**src/rtl/phase_rotate_sched.sv**
```systemverilog
// phase_rotate_sched: round-robin scheduler sharing one 3-bit left-rotate stage, with an 8-phase sweep mode
module phase_3b #(
  parameter int W = 64
) (
  input  logic [W-1:0] din,
  input  logic [2:0]   k,
  output logic [W-1:0] dout
);
  logic [W-1:0] s1, s2;
  assign s1   = k[0] ? {din[W-2:0], din[W-1]}    : din;
  assign s2   = k[1] ? {s1[W-3:0], s1[W-1:W-2]}  : s1;
  assign dout = k[2] ? {s2[W-5:0], s2[W-1:W-4]}  : s2;
endmodule

module phase_rotate_sched #(
  parameter int BITSTREAM = 64,
  parameter int NUM_REQ   = 4,
  parameter int ID_W      = $clog2(NUM_REQ)
) (
  input  logic                   clk,
  input  logic                   rst,
  input  logic                   base_load,
  input  logic [BITSTREAM-1:0]   base_bits,
  output logic                   base_ready,
  input  logic                   sweep_start,
  output logic                   sweep_done,
  input  logic [NUM_REQ-1:0]     req_valid,
  input  logic [3*NUM_REQ-1:0]   req_k,
  output logic [NUM_REQ-1:0]     req_ready,
  output logic                   out_valid,
  input  logic                   out_ready,
  output logic [BITSTREAM-1:0]   out_bits,
  output logic [ID_W-1:0]        out_id,
  output logic [2:0]             out_k,
  output logic                   out_sweep
);
  typedef enum logic [1:0] {EMPTY, ARB, SWEEP} state_t;
  state_t               state;
  logic [BITSTREAM-1:0] base, rot;
  logic [ID_W-1:0]      rr_ptr, g, idx, g_next;
  logic [2:0]           sweep_cnt, k_sel;
  logic [2:0]           k_arr [NUM_REQ];
  logic                 any, grant, slot_free;

  for (genvar i = 0; i < NUM_REQ; i++) begin : g_k
    assign k_arr[i] = req_k[3*i +: 3];
  end

  // first valid requester at or after rr_ptr, wrapping
  always_comb begin
    any = 1'b0;
    g   = rr_ptr;
    idx = rr_ptr;
    for (int i = 0; i < NUM_REQ; i++) begin
      if (!any && req_valid[idx]) begin
        any = 1'b1;
        g   = idx;
      end
      idx = (idx == ID_W'(NUM_REQ-1)) ? '0 : idx + 1'b1;
    end
  end

  assign slot_free  = !out_valid | out_ready;
  assign grant      = state == ARB && !base_load && !sweep_start && slot_free && any;
  assign req_ready  = grant ? NUM_REQ'(1) << g : '0;
  assign base_ready = state != SWEEP;
  assign g_next     = (g == ID_W'(NUM_REQ-1)) ? '0 : g + 1'b1;
  assign k_sel      = state == SWEEP ? sweep_cnt : k_arr[g];

  phase_3b #(.W(BITSTREAM)) u_rot (.din(base), .k(k_sel), .dout(rot));

  always_ff @(posedge clk or posedge rst) begin
    if (rst) begin
      state      <= EMPTY;
      base       <= '0;
      rr_ptr     <= '0;
      sweep_cnt  <= '0;
      out_valid  <= 1'b0;
      out_bits   <= '0;
      out_id     <= '0;
      out_k      <= '0;
      out_sweep  <= 1'b0;
      sweep_done <= 1'b0;
    end else begin
      sweep_done <= 1'b0;
      if (slot_free) out_valid <= 1'b0;
      case (state)
        EMPTY: if (base_load) begin
          base  <= base_bits;
          state <= ARB;
        end
        ARB: if (base_load) begin
          base <= base_bits;
        end else if (sweep_start) begin
          sweep_cnt <= '0;
          state     <= SWEEP;
        end else if (grant) begin
          out_valid <= 1'b1;
          out_bits  <= rot;
          out_id    <= g;
          out_k     <= k_sel;
          out_sweep <= 1'b0;
          rr_ptr    <= g_next;
        end
        SWEEP: if (slot_free) begin
          out_valid <= 1'b1;
          out_bits  <= rot;
          out_id    <= '0;
          out_k     <= sweep_cnt;
          out_sweep <= 1'b1;
          sweep_cnt <= sweep_cnt + 1'b1;
          if (sweep_cnt == 3'd7) begin
            sweep_done <= 1'b1;
            state      <= ARB;
          end
        end
        default: state <= EMPTY;
      endcase
    end
  end
endmodule

```
**config.mk**
```make
export PLATFORM = sky130hd
export DESIGN_NAME = phase_rotate_sched
export DESIGN_NICKNAME = d
export VERILOG_FILES = /design/src/rtl/phase_rotate_sched.sv
export SDC_FILE = /design/constraint.sdc
export NUM_CORES = 1
export LEC_CHECK = 0
export CORE_ASPECT_RATIO = 0.75
export CORE_MARGIN = 2
export CORE_UTILIZATION = 40
export CTS_BUF_LIST = sky130_fd_sc_hd__clkbuf_8
export CTS_CLUSTER_SIZE = 10
export DETAILED_ROUTE_END_ITERATION = 7
export SLEW_MARGIN = 20
export SYNTH_ARGS = -nofsm -noshare
export SYNTH_HDL_FRONTEND = slang
export SYNTH_SLANG_ARGS = --single-unit
```
**constraint.sdc**
```tcl
create_clock -name clk -period 7.2 [get_ports clk]
set_input_delay 1.44 -clock clk [delete_from_list [all_inputs] [get_ports clk]]
set_output_delay 1.44 -clock clk [all_outputs]
set_load 0.05 [all_outputs]
```
; Yosys cells after proc, flatten, opt, wreduce, memory -nomap -nowiden
; Index checks and enable logic that the tools add are counted.
; Widths: inputs -> output; s select.
[totals]
regBits = 143
latch_bits = 0
ramBits = 0
romBits = 0
inputBits = 85
wordCells = 127
mem_count = 0
[classes]
add_sub_neg = 5
multipliers = 0
n_div = 0
order_cmp = 5
n_eq_ne = 15
n_shift = 1
mux = 66
n_bitwise = 4
reduce_logical = 21
[ops]
columns = op, count
row1 = $mux 64, 7
row2 = $pmux 64 s2, 1
row3 = $mux 2, 16
row4 = $mux 3, 10
row5 = $mux 1, 20
row6 = $ne 2x2->1 const B, 7
row7 = $lt 2x3->1 const B, 4
row8 = $pmux 3 s2, 2
row9 = $eq 2x2->1 const B, 5
row10 = $reduce_and 5->1, 2
row11 = $add 2x1->2 const B, 4
row12 = $bmux 1 s2, 4
row13 = $reduce_and 4->1, 2
row14 = $logic_and 1x1->1, 7
row15 = $bmux 3 s2, 1
row16 = $logic_not 1->1, 6
row17 = $pmux 2 s3, 1
row18 = $mux 4, 1
row19 = $pmux 1 s2, 2
row20 = $pmux 2 s2, 1
row21 = $shl 1x2->4 const A, 1
row22 = $add 3x1->3 const B, 1
row23 = $eq 3x3->1 const B, 1
row24 = $ge 3x3->1 const B, 1
row25 = 9 further kinds, 10

; Depth between registers and ports, before layout
[depth]
depth_word = 24
ltp_mapped = 15

; Modules after synthesis
; From an unflattened synthesis, not the netlist that was laid out.
[hier_totals]
cells_unflattened = 579
hier_area_um2 = 8506.9
[modules_own_cells]
columns = mod, instances, cells_per_inst, area_per_inst_um2
row1 = phase_rotate_sched, 1, 430, 6138.4
row2 = phase_3b, 1, 149, 2368.5

; Worst setup path before layout
; No wires, ideal clock.
[synth_path]
path_kind = input -> output
start = in req_valid[2]
end = out req_ready[2]
arrival_ns = 3.277
setup_slack_ns = 2.483
cell_stages = 8
path_buffers = 1
cell_sequence = mux4_2 -> nand2b_1 -> or2_1 -> o32a_1 -> buf_6 -> inv_2 -> ha_1 -> and3_1
[synth_between]
elab_chain_cells = 14
elab_cells_between_ends = 24
[synth_rtl]
columns = element, line
row1 = "start, declared", 27  ; input logic [NUM_REQ-1:0] req_valid,
row2 = $bmux 1 s2, 55  ; if (!any && req_valid[idx]) begin
row3 = $mux 1 (implied by the code), 55
row4 = $mux 1, 55
row5 = $logic_not 1->1, 55
row6 = $logic_and 1x1->1, 55
row7 = $mux 1, 55
row8 = $logic_not 1->1, 55
row9 = $logic_and 1x1->1, 55
row10 = $mux 1, 55
row11 = $logic_not 1->1, 55
row12 = $logic_and 1x1->1, 55
row13 = $mux 2 / $mux 1 (equally long branches), 55
row14 = $shl 1x2->4 / $logic_and 1x1->1 (equally long branches), "65, 64"
row15 = $mux 4 (*), 65  ; assign req_ready = grant ? NUM_REQ'(1) << g : '0;
row16 = "end, declared", 29  ; output logic [NUM_REQ-1:0] req_ready,
; Mark *: on every way between the ends. The rest lies on a longest branch, timed or not. The select of a mux whose other input is x is not followed.

; Final worst setup path
[layout_path]
start = in req_valid[0]
end = out req_ready[2]
; Same word-level chain as after synthesis.

==> results by group <==
Status
  – Status: finished, final reports clean

CTS
  – Post-CTS setup buffers: 0
  – Worst skew pair latency: between 0.4 and 0.5 ns
  – Worst-path clk slew: approximately 0.08 ns
  – Hold-fix buffers, CTS: 0
  – Clock sinks: 143
  – Clock Tree Root: clkbuf_8
  – CTS Buf Count: 17
  – Worst-case clock buffer depth: 2
  – Resize count post-CTS: 0
  – CTS tree: yes
  – # H-tree levels: 4

Floorplanning
  – Initial Util: 41.2%
  – Die width: 175 µm
  – Die Ht: 132 µm
  – Area of the die: 23200 µm²
  – CORE AREA: about 21000 µm²
  – Rows: 46
  – IO Pins: between 150 and 200

Synthesis
  – Async set-reset flop share out of synthesis: 100%
  – Yosys top cell by area: dfrtp_1
  – Syn_nets: approximately 970
  – Sequential area share after synthesis: 40.6%
  – Top_reg_cell synth: dfrtp_1
  – Syn Inst Count: roughly 880
  – Synth unique cells: 54
  – Most frequent cells after synthesis: dfrtp_1, a21oi_1, nand2_1
  – Post-synth EDFFs: 0
  – Count of warnings emitted by yosys: 0
  – Cell Area, Synth: 8800 µm²
  – Syn avg cell area: 10.0 µm²
  – Top-area cell type share of the netlist area: roughly two fifths
  – FF+latch count, synth: around 140
  – Count leader, synth: dfrtp_1
  – Largest cells by area after synthesis: dfrtp_1, mux2_2, mux2i_1

Placement
  – DP Cell Count: 1254
  – Buffers on Ports: 161
  – Post-DP HPWL: around 17000 µm
  – RD Place Congestion: 0.823

Drt
  – Vias: 7863
  – Drt total wl: roughly 26000 µm
  – Detailed-routed wire length on met2: 11100 µm
  – Top sig layer: met4
  – Via density: 6.11
  – WL met1: 12600 µm
  – WL met3: between 1500 and 2000 µm
  – Number of remaining DRC errors: 0
  – Post-DR wirelength/cell: around 20 µm
  – First-iteration detailed-routing DRC count: 736
  – DRT Pass-1 Iters: 5
  – Final ANT Viol Nets: 0

Cells and area
  – Multi-input logic area: 4840 µm²
  – Area delta synth->final: 24.9%
  – Ant diodes: 0
  – Utilization after layout: slightly above 50%
  – Ratio of cells with drive above 1 in the final layout: 14.3%
  – Fillcell total: just under 2000
  – Register area: ~3600 µm²
  – Non-filler cells, final: 1287
  – Final net count: 1083

STA
  – Fin. Hold Viols: 0
  – Final worst path period need: between 6 and 7 ns
  – Worst hold margin: between 0.4 and 0.5 ns
  – Count of final setup violators: 0
  – Unrepaired setup endpoints after global routing: no
  – Slew headroom: approximately 37%
  – Final Max Slew Viols: 0
  – Highest clock rate: between 0.15 and 0.2 GHz
  – Slew @ Worst Pin: about 0.95 ns
  – Period utilization: about 85%
  – Clk_skew: 0.0143 ns
  – Setup TNS: 0 ns

Critical path
  – Crit. End Element: output pin
  – Worst path slowest cell: clkdlybuf4s50_1
  – Worst path max stage delay: 0.69 ns
  – Critical Path Start Type: input pin
  – CP arrival: 4.69 ns
  – Critical Path RT: around 5.8 ns
  – Critical path cell sequence: clkdlybuf4s50_1 -> mux2i_4 -> or4b_4 -> a31oi_2 -> o32a_1 -> inv_2 -> ha_1 -> and3_1 -> clkdlybuf4s50_1
  – Most frequent CP cell: clkdlybuf4s50_1
  – Worst Setup Path Type: in -> out
  – Kind of cell adding the most delay to the critical path: buffers and inverters
  – CP bufs+invs: 3
  – Max FO, Critical Path: 10

Global route
  – First-pass GRT wire length: ~42000 µm
  – Initial antenna violation count: 0
  – Number of global-route vias before repair: between 7000 and 8000
  – Largest net degree at the start of global routing: 103
  – Global route total overflow: 0
  – Global-route usage over all layers: around 22%

Flow run
  – Max-Cap Viols: 0

Worst hold path
  – Min-Delay Path Class: reg -> reg
-- per-stage QoR --
step	setup slack (ns)	cell area, µm²
global placement	1.19	10600
global route	0.884	11000
floorplan	1.92	8800
detailed placement	1.10	10600
CTS	1.09	11000
finish	1.07	11000
-- tightest hold or removal path: cells and delay by family (launching register included) --
kind / cells / cell delay, ns
and+or+nand+nor: 2 / 0.12
DFF: 1 / 0.35
-- sequential cells by signal, indices dropped and copies added, names as in the netlist --
signal      cells
base           64
out_bits       64
out_k           3
sweep_cnt       3
out_id          2
rr_ptr          2
state           2
out_sweep       1
out_valid       1
sweep_done      1
-- path summary, 6_finish.rpt --
kind	from	end	slack, ns	depth (start not counted)
worst min register to register	out_k[2]	out_k[2]	0.50	2
max in group asynchronous	rst	base[36]	4.53	3
worst max register to register	rr_ptr[0]	out_bits[35]	2.23	11
worst min-delay path	out_k[2]	out_k[2]	0.50	2
worst max-delay path	req_valid[0]	req_ready[2]	1.07	9
min in group asynchronous	rst	out_bits[25]	1.56	2
-- cells in the final DEF, fill, tap and decap left out, drive strengths merged, types with 6 or more instances in the layout --
cell type      Yosys  final
a21oi            135    135
a22o              64     64
and3               7      7
buf               27     12
clkbuf            56     17
clkdlybuf4s50      0    161
dfrtp            143    143
ha                12     12
inv               11     17
mux2              71     71
mux2i             70     70
nand2             89     89
nor2               6      6
o21ai             15     15
o221ai            67     67
o22ai             60     60
-- routing by layer --
metal	track usage, %	vias up
met1	34.6	3883
met5	0	-
met3	4.80	22
li1	-	3628
met4	4.54	0
met2	31.9	330
-- logic make-up (layout without fill, tap and decap cells) --
family / Yosys count / in the layout / share of synthesized area, %
AO/OA/AOI/OAI: 362 / 362 / 28.8
multiplexers: 143 / 143 / 17.7
flip-flops: 143 / 143 / 40.6
AND/OR/NAND/NOR: 123 / 123 / 6.12
buffers and inverters: 94 / 216 / 5.02
adder cells (fa/ha/maj): 12 / 12 / 1.71
-- cell type report --
class | instances | area share, %
Inverter | 11 | 0.421
Sequential cell | 143 | 32.6
Tap cell | 288 | 3.28
Timing Repair Buffer | 173 | 15.9
Multi-Input combinational cell | 640 | 44.1
Clock inverter | 15 | 1.66
Clock buffer | 17 | 2.13
Power is not shown: default switching activity piles up to over one toggle a cycle in this logic, so the estimate is an artifact.
